===== src/rtl/rca_nibble_seq_adder_if.sv =====
// Valid/ready request and result bundle for rca_nibble_seq_adder.
// Optional macro RCA_SEQ_SUB_EN adds the 'sub' request field.
interface rca_nibble_seq_adder_if #(
  parameter int unsigned WIDTH = 16
);
  logic             in_valid;
  logic             in_ready;
  logic [WIDTH-1:0] op_a;
  logic [WIDTH-1:0] op_b;
  logic             c_in;
`ifdef RCA_SEQ_SUB_EN
  logic             sub;
`endif
  logic             out_valid;
  logic             out_ready;
  logic [WIDTH-1:0] sum;
  logic             c_out;
  logic             busy;

  modport master (
`ifdef RCA_SEQ_SUB_EN
    output sub,
`endif
    output in_valid, op_a, op_b, c_in, out_ready,
    input  in_ready, out_valid, sum, c_out, busy
  );

  modport slave (
`ifdef RCA_SEQ_SUB_EN
    input  sub,
`endif
    input  in_valid, op_a, op_b, c_in, out_ready,
    output in_ready, out_valid, sum, c_out, busy
  );
endinterface


===== src/rtl/rca_nibble_seq_adder.sv =====
// Multi-cycle WIDTH-bit adder stepping one 4-bit ripple-carry adder per nibble, LSB first.
// Optional macro RCA_SEQ_SUB_EN enables subtraction via the 'sub' request field.

module rca_4bit (
  input  logic [3:0] i_a,
  input  logic [3:0] i_b,
  input  logic       i_c,
  output logic [3:0] o_sum,
  output logic       o_c
);
  logic [4:0] w_c;

  assign w_c[0] = i_c;

  for (genvar i = 0; i < 4; i++) begin : g_fa
    assign o_sum[i]  = i_a[i] ^ i_b[i] ^ w_c[i];
    assign w_c[i+1]  = (i_a[i] & i_b[i]) | (w_c[i] & (i_a[i] ^ i_b[i]));
  end

  assign o_c = w_c[4];
endmodule

module rca_nibble_seq_adder #(
  parameter int unsigned WIDTH = 16
) (
  input  logic                  clk,
  input  logic                  rst_n,
  rca_nibble_seq_adder_if.slave bus
);
  localparam int unsigned N     = WIDTH / 4;
  localparam int unsigned IDX_W = (N > 1) ? $clog2(N) : 1;

  if (((WIDTH % 4) != 0) || (WIDTH < 4)) begin : g_bad_width
    $error("rca_nibble_seq_adder: WIDTH must be a multiple of 4 and >= 4");
  end

  typedef enum logic [1:0] {
    S_IDLE,
    S_ADD,
    S_DONE
  } state_t;

  state_t           r_state;
  logic [IDX_W-1:0] r_idx;
  logic             r_carry;
  logic [WIDTH-1:0] r_opa;
  logic [WIDTH-1:0] r_opb;
  logic [WIDTH-1:0] r_sum;
  logic             r_cout;
  logic             r_out_valid;

  logic             w_in_ready;
  logic             w_accept;
  logic [3:0]       w_nib_sum;
  logic             w_nib_c;
  logic [WIDTH-1:0] w_sum_shift;
  logic [WIDTH-1:0] w_opb_load;
  logic             w_carry_load;

  assign w_in_ready = (r_state == S_IDLE) || ((r_state == S_DONE) && bus.out_ready);
  assign w_accept   = bus.in_valid && w_in_ready;

  rca_4bit u_rca (
    .i_a   (r_opa[3:0]),
    .i_b   (r_opb[3:0]),
    .i_c   (r_carry),
    .o_sum (w_nib_sum),
    .o_c   (w_nib_c)
  );

  // New sum nibble enters at the top so the LSB nibble ends up in place after N steps.
  if (N == 1) begin : g_one_nib
    assign w_sum_shift = WIDTH'(w_nib_sum);
  end else begin : g_multi_nib
    assign w_sum_shift = {w_nib_sum, r_sum[WIDTH-1:4]};
  end

  // Operand B and initial carry as captured on accept (inverted B plus one for subtract).
  always_comb begin
    w_opb_load   = bus.op_b;
    w_carry_load = bus.c_in;
`ifdef RCA_SEQ_SUB_EN
    if (bus.sub) begin
      w_opb_load   = ~bus.op_b;
      w_carry_load = 1'b1;
    end
`endif
  end

  always_ff @(posedge clk or negedge rst_n) begin
    if (!rst_n) begin
      r_state     <= S_IDLE;
      r_idx       <= '0;
      r_carry     <= 1'b0;
      r_opa       <= '0;
      r_opb       <= '0;
      r_sum       <= '0;
      r_cout      <= 1'b0;
      r_out_valid <= 1'b0;
    end else begin
      case (r_state)
        S_IDLE: begin
          if (w_accept) begin
            r_opa   <= bus.op_a;
            r_opb   <= w_opb_load;
            r_carry <= w_carry_load;
            r_idx   <= '0;
            r_state <= S_ADD;
          end
        end
        S_ADD: begin
          r_sum   <= w_sum_shift;
          r_opa   <= r_opa >> 4;
          r_opb   <= r_opb >> 4;
          r_carry <= w_nib_c;
          r_idx   <= r_idx + IDX_W'(1);
          if (r_idx == IDX_W'(N - 1)) begin
            r_cout      <= w_nib_c;
            r_out_valid <= 1'b1;
            r_state     <= S_DONE;
          end
        end
        S_DONE: begin
          if (w_accept) begin
            r_opa       <= bus.op_a;
            r_opb       <= w_opb_load;
            r_carry     <= w_carry_load;
            r_idx       <= '0;
            r_out_valid <= 1'b0;
            r_state     <= S_ADD;
          end else if (bus.out_ready) begin
            r_out_valid <= 1'b0;
            r_state     <= S_IDLE;
          end
        end
        default: begin
          r_out_valid <= 1'b0;
          r_state     <= S_IDLE;
        end
      endcase
    end
  end

  assign bus.in_ready  = w_in_ready;
  assign bus.out_valid = r_out_valid;
  assign bus.sum       = r_sum;
  assign bus.c_out     = r_cout;
  assign bus.busy      = (r_state != S_IDLE);
endmodule


===== src/flat_wrapper.sv =====
// flat-port wrapper written by rule: the top's interface ports become plain ports
module rca_nibble_seq_adder_flat 
#(
  parameter int unsigned WIDTH = 16
)
  (clk, rst_n, bus_in_valid, bus_op_a, bus_op_b, bus_c_in, bus_out_ready, bus_in_ready, bus_out_valid, bus_sum, bus_c_out, bus_busy);
  rca_nibble_seq_adder_if #(.WIDTH(WIDTH)) bus_i ();
  input  logic clk;
  input  logic rst_n;
  input wire logic [$bits(bus_i.in_valid)-1:0] bus_in_valid;
  input wire logic [$bits(bus_i.op_a)-1:0] bus_op_a;
  input wire logic [$bits(bus_i.op_b)-1:0] bus_op_b;
  input wire logic [$bits(bus_i.c_in)-1:0] bus_c_in;
  input wire logic [$bits(bus_i.out_ready)-1:0] bus_out_ready;
  output wire logic [$bits(bus_i.in_ready)-1:0] bus_in_ready;
  output wire logic [$bits(bus_i.out_valid)-1:0] bus_out_valid;
  output wire logic [$bits(bus_i.sum)-1:0] bus_sum;
  output wire logic [$bits(bus_i.c_out)-1:0] bus_c_out;
  output wire logic [$bits(bus_i.busy)-1:0] bus_busy;
  assign bus_i.in_valid = bus_in_valid;
  assign bus_i.op_a = bus_op_a;
  assign bus_i.op_b = bus_op_b;
  assign bus_i.c_in = bus_c_in;
  assign bus_i.out_ready = bus_out_ready;
  assign bus_in_ready = bus_i.in_ready;
  assign bus_out_valid = bus_i.out_valid;
  assign bus_sum = bus_i.sum;
  assign bus_c_out = bus_i.c_out;
  assign bus_busy = bus_i.busy;
  rca_nibble_seq_adder #(.WIDTH(WIDTH)) u_core (.clk(clk), .rst_n(rst_n), .bus(bus_i));
endmodule

===== config.mk =====
export PLATFORM = sky130hd
export DESIGN_NAME = rca_nibble_seq_adder_flat
export DESIGN_NICKNAME = d
export VERILOG_FILES = /design/src/rtl/rca_nibble_seq_adder_if.sv /design/src/rtl/rca_nibble_seq_adder.sv /design/src/flat_wrapper.sv
export SDC_FILE = /design/constraint.sdc
export NUM_CORES = 1
export LEC_CHECK = 0
export CAP_MARGIN = 5
export CORE_MARGIN = 10
export CORE_UTILIZATION = 45
export DETAILED_ROUTE_END_ITERATION = 12
export PLACE_DENSITY = 0.73
export SLEW_MARGIN = 20
export SYNTH_ARGS = -nofsm -noshare
export SYNTH_HDL_FRONTEND = slang
export SYNTH_SLANG_ARGS = --single-unit

===== constraint.sdc =====
create_clock -name clk -period 2.32 [get_ports clk]
set_input_delay 0.464 -clock clk [delete_from_list [all_inputs] [get_ports clk]]
set_output_delay 0.464 -clock clk [all_outputs]
set_load 0.01 [all_outputs]

# After elaboration in Yosys (flattened, before gate mapping)
# Cells that the tools add are included.
[word_totals]
regBits = 55
latchBits = 0
ram_bits = 0
rom_bits = 0
inputBits = 37
out_inout_bits = 20
wordCells = 65
mem_count = 0
[classes]
add_sub_neg = 1
multipliers = 0
n_div = 0
n_lt_le_gt_ge = 0
n_eq_ne = 7
shift = 0
mux = 17
bitwise_logic = 21
reduce_logical = 11
[ops]
columns = ["op", "count"]
rows = [
  ["case mux 16 bit (2 select lines)", 2],
  ["two-way mux 16 bit", 2],
  ["two-way mux 2 bit", 5],
  ["bitwise AND 1 bit", 8],
  ["XOR 1 bit", 8],
  ["!= test 2 x 1 -> 1 bit (second input constant)", 3],
  ["case mux 2 bit (3 select lines)", 1],
  ["AND reduction 3 bit", 2],
  ["== test 2 bit (second input constant)", 2],
  ["two-way mux 1 bit", 4],
  ["OR 1 bit", 4],
  ["case mux 2 bit (2 select lines)", 1],
  ["AND reduction 2 bit", 2],
  ["nonzero test 2 bit", 2],
  ["!= test 3 x 2 -> 1 bit (second input constant)", 1],
  ["case mux 1 bit (3 select lines)", 1],
  ["adder 2 x 1 -> 2 bit (second input constant)", 1],
  ["== test 2 x 1 -> 1 bit (second input constant)", 1],
  ["logical AND 1 bit", 2],
  ["zero test 2 bit", 1],
  ["case mux 1 bit (2 select lines)", 1],
  ["OR reduction 2 bit", 1],
  ["logical OR 1 bit", 1],
  ["inverter 1 bit", 1],
]

# Depth between registers and ports, before layout
[logic_depth]
ltp_word = 10
mapped_depth = 9
ltp_nobuf = 9

# Modules after synthesis
# From an unflattened synthesis, not the netlist that was laid out.
[hier_totals]
cells_unflattened = 207
area_unflattened_um2 = 2630.0
[by_module_without_submodules]
columns = ["module", "n_inst", "cells_each", "area_per_inst_um2", "seq_area_each_um2"]
rows = [
  ["rca_nibble_seq_adder", 1, 193, 2512.4, 1376.3],
  ["rca_4bit", 1, 14, 117.6, 0.0],
]

# Worst setup path after synthesis
# OpenSTA, ideal clock, no wires.
[synth_timing]
path_type = "register -> register"
from = "register u_core.r_opb[0]"
to = "register u_core.r_sum[15] (netlist: u_core.bus.sum[15])"
setup_time_ns = 0.083
arrival_ns = 1.972
t_required_ns = 2.237
slack_ns = 0.265
path_stages_with_launch = 9
path_buffers = 0
period_less_slack_ns = 2.055
cell_sequence = "dfrtp_1 fa_1 inv_1 fa_1 inv_1 fa_1 inv_1 fa_1 o21ai_0"
[synth_via]
elab_chain_cells = 8
elab_cells_between_ends = 9
classes_between = "bitwise (9)"
[synth_rtl]
columns = ["element", "line", "text"]
rows = [
  ["start: declaration", "rca_nibble_seq_adder.sv:47", "logic [WIDTH-1:0] r_opb;"],
  ["start signal: assignment", "rca_nibble_seq_adder.sv:105", "r_opb <= w_opb_load;"],
  ["start signal: assignment", "rca_nibble_seq_adder.sv:114", "r_opb <= r_opb >> 4;"],
  ["start signal: assignment", "rca_nibble_seq_adder.sv:126", "r_opb <= w_opb_load;"],
  ["XOR 1 bit", "rca_nibble_seq_adder.sv:17", "assign w_c[i+1] = (i_a[i] & i_b[i]) | (w_c[i] & (i_a[i] ^ i_b[i]));"],
  ["bitwise AND 1 bit", "rca_nibble_seq_adder.sv:17", ""],
  ["OR 1 bit *", "rca_nibble_seq_adder.sv:17", ""],
  ["bitwise AND 1 bit *", "rca_nibble_seq_adder.sv:17", ""],
  ["OR 1 bit *", "rca_nibble_seq_adder.sv:17", ""],
  ["bitwise AND 1 bit *", "rca_nibble_seq_adder.sv:17", ""],
  ["OR 1 bit *", "rca_nibble_seq_adder.sv:17", ""],
  ["XOR 1 bit *", "rca_nibble_seq_adder.sv:16", "assign o_sum[i] = i_a[i] ^ i_b[i] ^ w_c[i];"],
  ["end signal: assignment", "rca_nibble_seq_adder.sv:112", "r_sum <= w_sum_shift;"],
  ["end: declaration", "rca_nibble_seq_adder.sv:48", "logic [WIDTH-1:0] r_sum;"],
]
# Every way passes the cells marked *; elsewhere a longest branch is shown, timed or not.
# A chain may end at the register's enable or synchronous reset.

# Worst setup path after layout
[layout_timing]
from = "input port bus_out_ready"
to = "output port bus_in_ready"
[layout_via]
elab_chain_cells = 2
[layout_rtl]
columns = ["element", "line", "text"]
rows = [
  ["start: declaration", "flat_wrapper.sv:14", "input wire logic [$bits(bus_i.out_ready)-1:0] bus_out_ready;"],
  ["logical AND 1 bit", "rca_nibble_seq_adder.sv:60", "assign w_in_ready = (r_state == S_IDLE) || ((r_state == S_DONE) && bus.out_ready);"],
  ["logical OR 1 bit", "rca_nibble_seq_adder.sv:60", ""],
  ["end: declaration", "flat_wrapper.sv:15", "output wire logic [$bits(bus_i.in_ready)-1:0] bus_in_ready;"],
]
# Every way passes these cells.

==> out/metrics.cfg <==
[outcome]
outcome = complete, no violations

[cts]
clock_path_buffers = 2
postCtsSetupRepairBufs = 0
cts_resized = 0
htree_levels = 2
cts_hold_buf = 0
path_clk_slew_ns = 0.09
numCtsBuffers = 5
worstSkewPairLatency_ns = 0.31
clock-sinks = 55
tritoncts = built
cts_root_buf = clkbuf_8

[final_layout]
synthToLayoutAreaGrowth_pct = 29.9
nets = 304
diodes = 0
final_cell_mix = clkdlybuf4s50_1, dfrtp_1, nand2_1
drive_gt1_frac = 0.156

[worst_setup_path]
cp-start-kind = primary input
worstPathMaxFanout = 2
critPathCaptureType = output pin
crit_type = in2out
worst_ep_arrival_time_ns = 1.75
reg2reg_depth = 9
cp_data_required_time_ns = 1.86

[hold_path]
hold_class = in2async

[synthesis]
ys_warn_count = 0
synthCells = 204
synth_top_area_cell = dfrtp_1
synth-seq-cells = 55
yosys-top-cells-area = dfrtp_1, mux2_2, mux2_1
yosysUniqueCellTypes = 25
synth.yosys.seq_area_share = 0.554
synth_top_area_frac = 0.554
synth_nets = 246
syn-mean-instance-area_sq_um = 12.2
syn_area_sq_um = 2480

[place]
port_buffers = 56
dp_hpwl_microns = 3610
post-place-ws_ns = 0.101
place_congestion = 0.685

[global_route]
grt_pass1_vias = 1730
grt_start_max_net_pins = 35
grt_usage = 0.115
grt_pass1_wl_microns = 8230
grt_overflow_total = 0
antenna_found_initial = 0

[pwr]
powerDensity_nw_per_um2 = 1360
power_frac_comb = 0.485
peakVddDrop_v = 0.000586
power_frac_seq = 0.386
netSwitchingFraction = 0.352
p_sw_mw = 1.54
clockPowerShare = 0.129
p_int_mw = 2.84
power_leakage_nw = 1.50

[routing]
wl_met3_microns = 417
vias = 1636
top_layer_used = met4
ant_nets = 0
routed_wl_microns = 4900
via_per_inst = 4.91
drt_first_pass_iters = 3
m1WireLength_microns = 2290
wl_per_cell_microns = 14.7
drcViolationCount = 0
drtIter0Drc = 27
met2_length_microns = 2130

[flow_run]
cap_viol_max_count = 0

[floorplan]
start_util = 0.474
chipWidth_microns = 94.3
fp.dieH_microns = 94.3
die_area_sq_um = 8890
coreArea_sq_um = 5240
rows = 26
io_pins = 57

[timing]
setup_slack_ns = 0.106
finalClockSkew_ns = 0.00570
clock.fmax_ghz = 0.452
rsz0062_at_grt = false
period_minus_slack_ns = 2.21
final-setup-viol-count = 0
hold_violations = 0
worstMarginPinSlew_ns = 0.698
relSlewSlack = 0.534
finalHoldWorstSlack_ns = 0.0798
fin_crit_sh = 0.954
slew_viol_final = 0
setup_tns_ns = 0

==> Yosys cell counts <==
| master | number |
|---|---|
| nand2b_1 | 3 |
| ha_1 | 1 |
| buf_2 | 2 |
| nand3b_1 | 1 |
| a21oi_1 | 1 |
| mux2_1 | 17 |
| and3_1 | 1 |
| nor2b_1 | 1 |
| mux2i_1 | 8 |
| buf_6 | 1 |
| fa_1 | 4 |
| or2_2 | 1 |
| mux2_2 | 25 |
| nor2_1 | 1 |
| inv_1 | 8 |
| and2_1 | 1 |
| buf_1 | 1 |
| o21bai_1 | 1 |
| nand2_1 | 48 |
| buf_4 | 2 |
| a31oi_4 | 1 |
| clkbuf_1 | 5 |
| o21ai_0 | 7 |
| dfrtp_1 | 55 |
| a22o_1 | 8 |
==> area by class of cell <==
class                      instances  area, sq um
clock buffer                       8          100
fill                             438         2010
inverter                           8         30.0
multi-input combinational        130         1020
sequential                        55         1380
tap                               70         87.6
timing repair buffer              62          613
==> critical path: stages <==
cell             delay, ns
clkdlybuf4s50_1       0.47
nand2b_1              0.14
and2_1                0.13
clkdlybuf4s50_1       0.55
==> path summary, 6_finish.rpt <==
path	startpoint	slack, ns	endpoint
max in group asynchronous	rst_n	1.63	u_core.r_opb[8]
min reg2reg	u_core.bus.sum[0]	0.48	u_core.bus.sum[0]
max reg2reg	u_core.r_opb[0]	0.12	u_core.r_carry
max	bus_out_ready	0.11	bus_in_ready
min in group clk	u_core.bus.sum[0]	0.48	u_core.bus.sum[0]
min	rst_n	0.08	u_core.bus.sum[3]
==> per-stage QoR <==
stage	std cells	instance area [sq um]	power, mW	util
after detailed placement	325	3130	3.87	0.597
after CTS	333	3230	4.46	0.616
after global routing	333	3230	4.75	0.616
final	333	3230	4.38	0.616
after floorplan	204	2480	3.13	-
after global placement	325	3130	3.80	0.597
==> sequential cells by signal, indices dropped and copies added, names as in the netlist <==
register              count
u_core.bus.out_valid      1
u_core.r_carry            1
u_core.r_opa             16
u_core.r_opb             16
u_core.r_idx              2
u_core.r_state            2
u_core.bus.sum           16
u_core.bus.c_out          1
==> per-layer routing <==
| metal | GRT usage | vias to the layer above |
|---|---|---|
| li1 | - | 798 |
| met1 | 0.149 | 781 |
| met2 | 0.171 | 49 |
| met3 | 0.0456 | 8 |
| met4 | 0.0380 | 0 |
| met5 | 0 | - |
==> power groups by stage <==
stage	combinational [mW]	clock, mW	sequential (mW)
2_1_floorplan	1.42	0	1.71
3_3_place_gp	2.10	0	1.70
3_5_place_dp	2.16	0	1.72
4_1_cts	2.17	0.585	1.70
5_1_grt	2.38	0.623	1.75
6_report	2.13	0.566	1.69
==> cell families after synthesis <==
kind of cell    share of synthesized area
compound gates                     0.0559
simple gates                       0.0947
buf+inv                            0.0357
fa+ha+maj                          0.0373
flops                               0.554
mux                                 0.223
No activity file was read; power rests on OpenSTA's default activity.
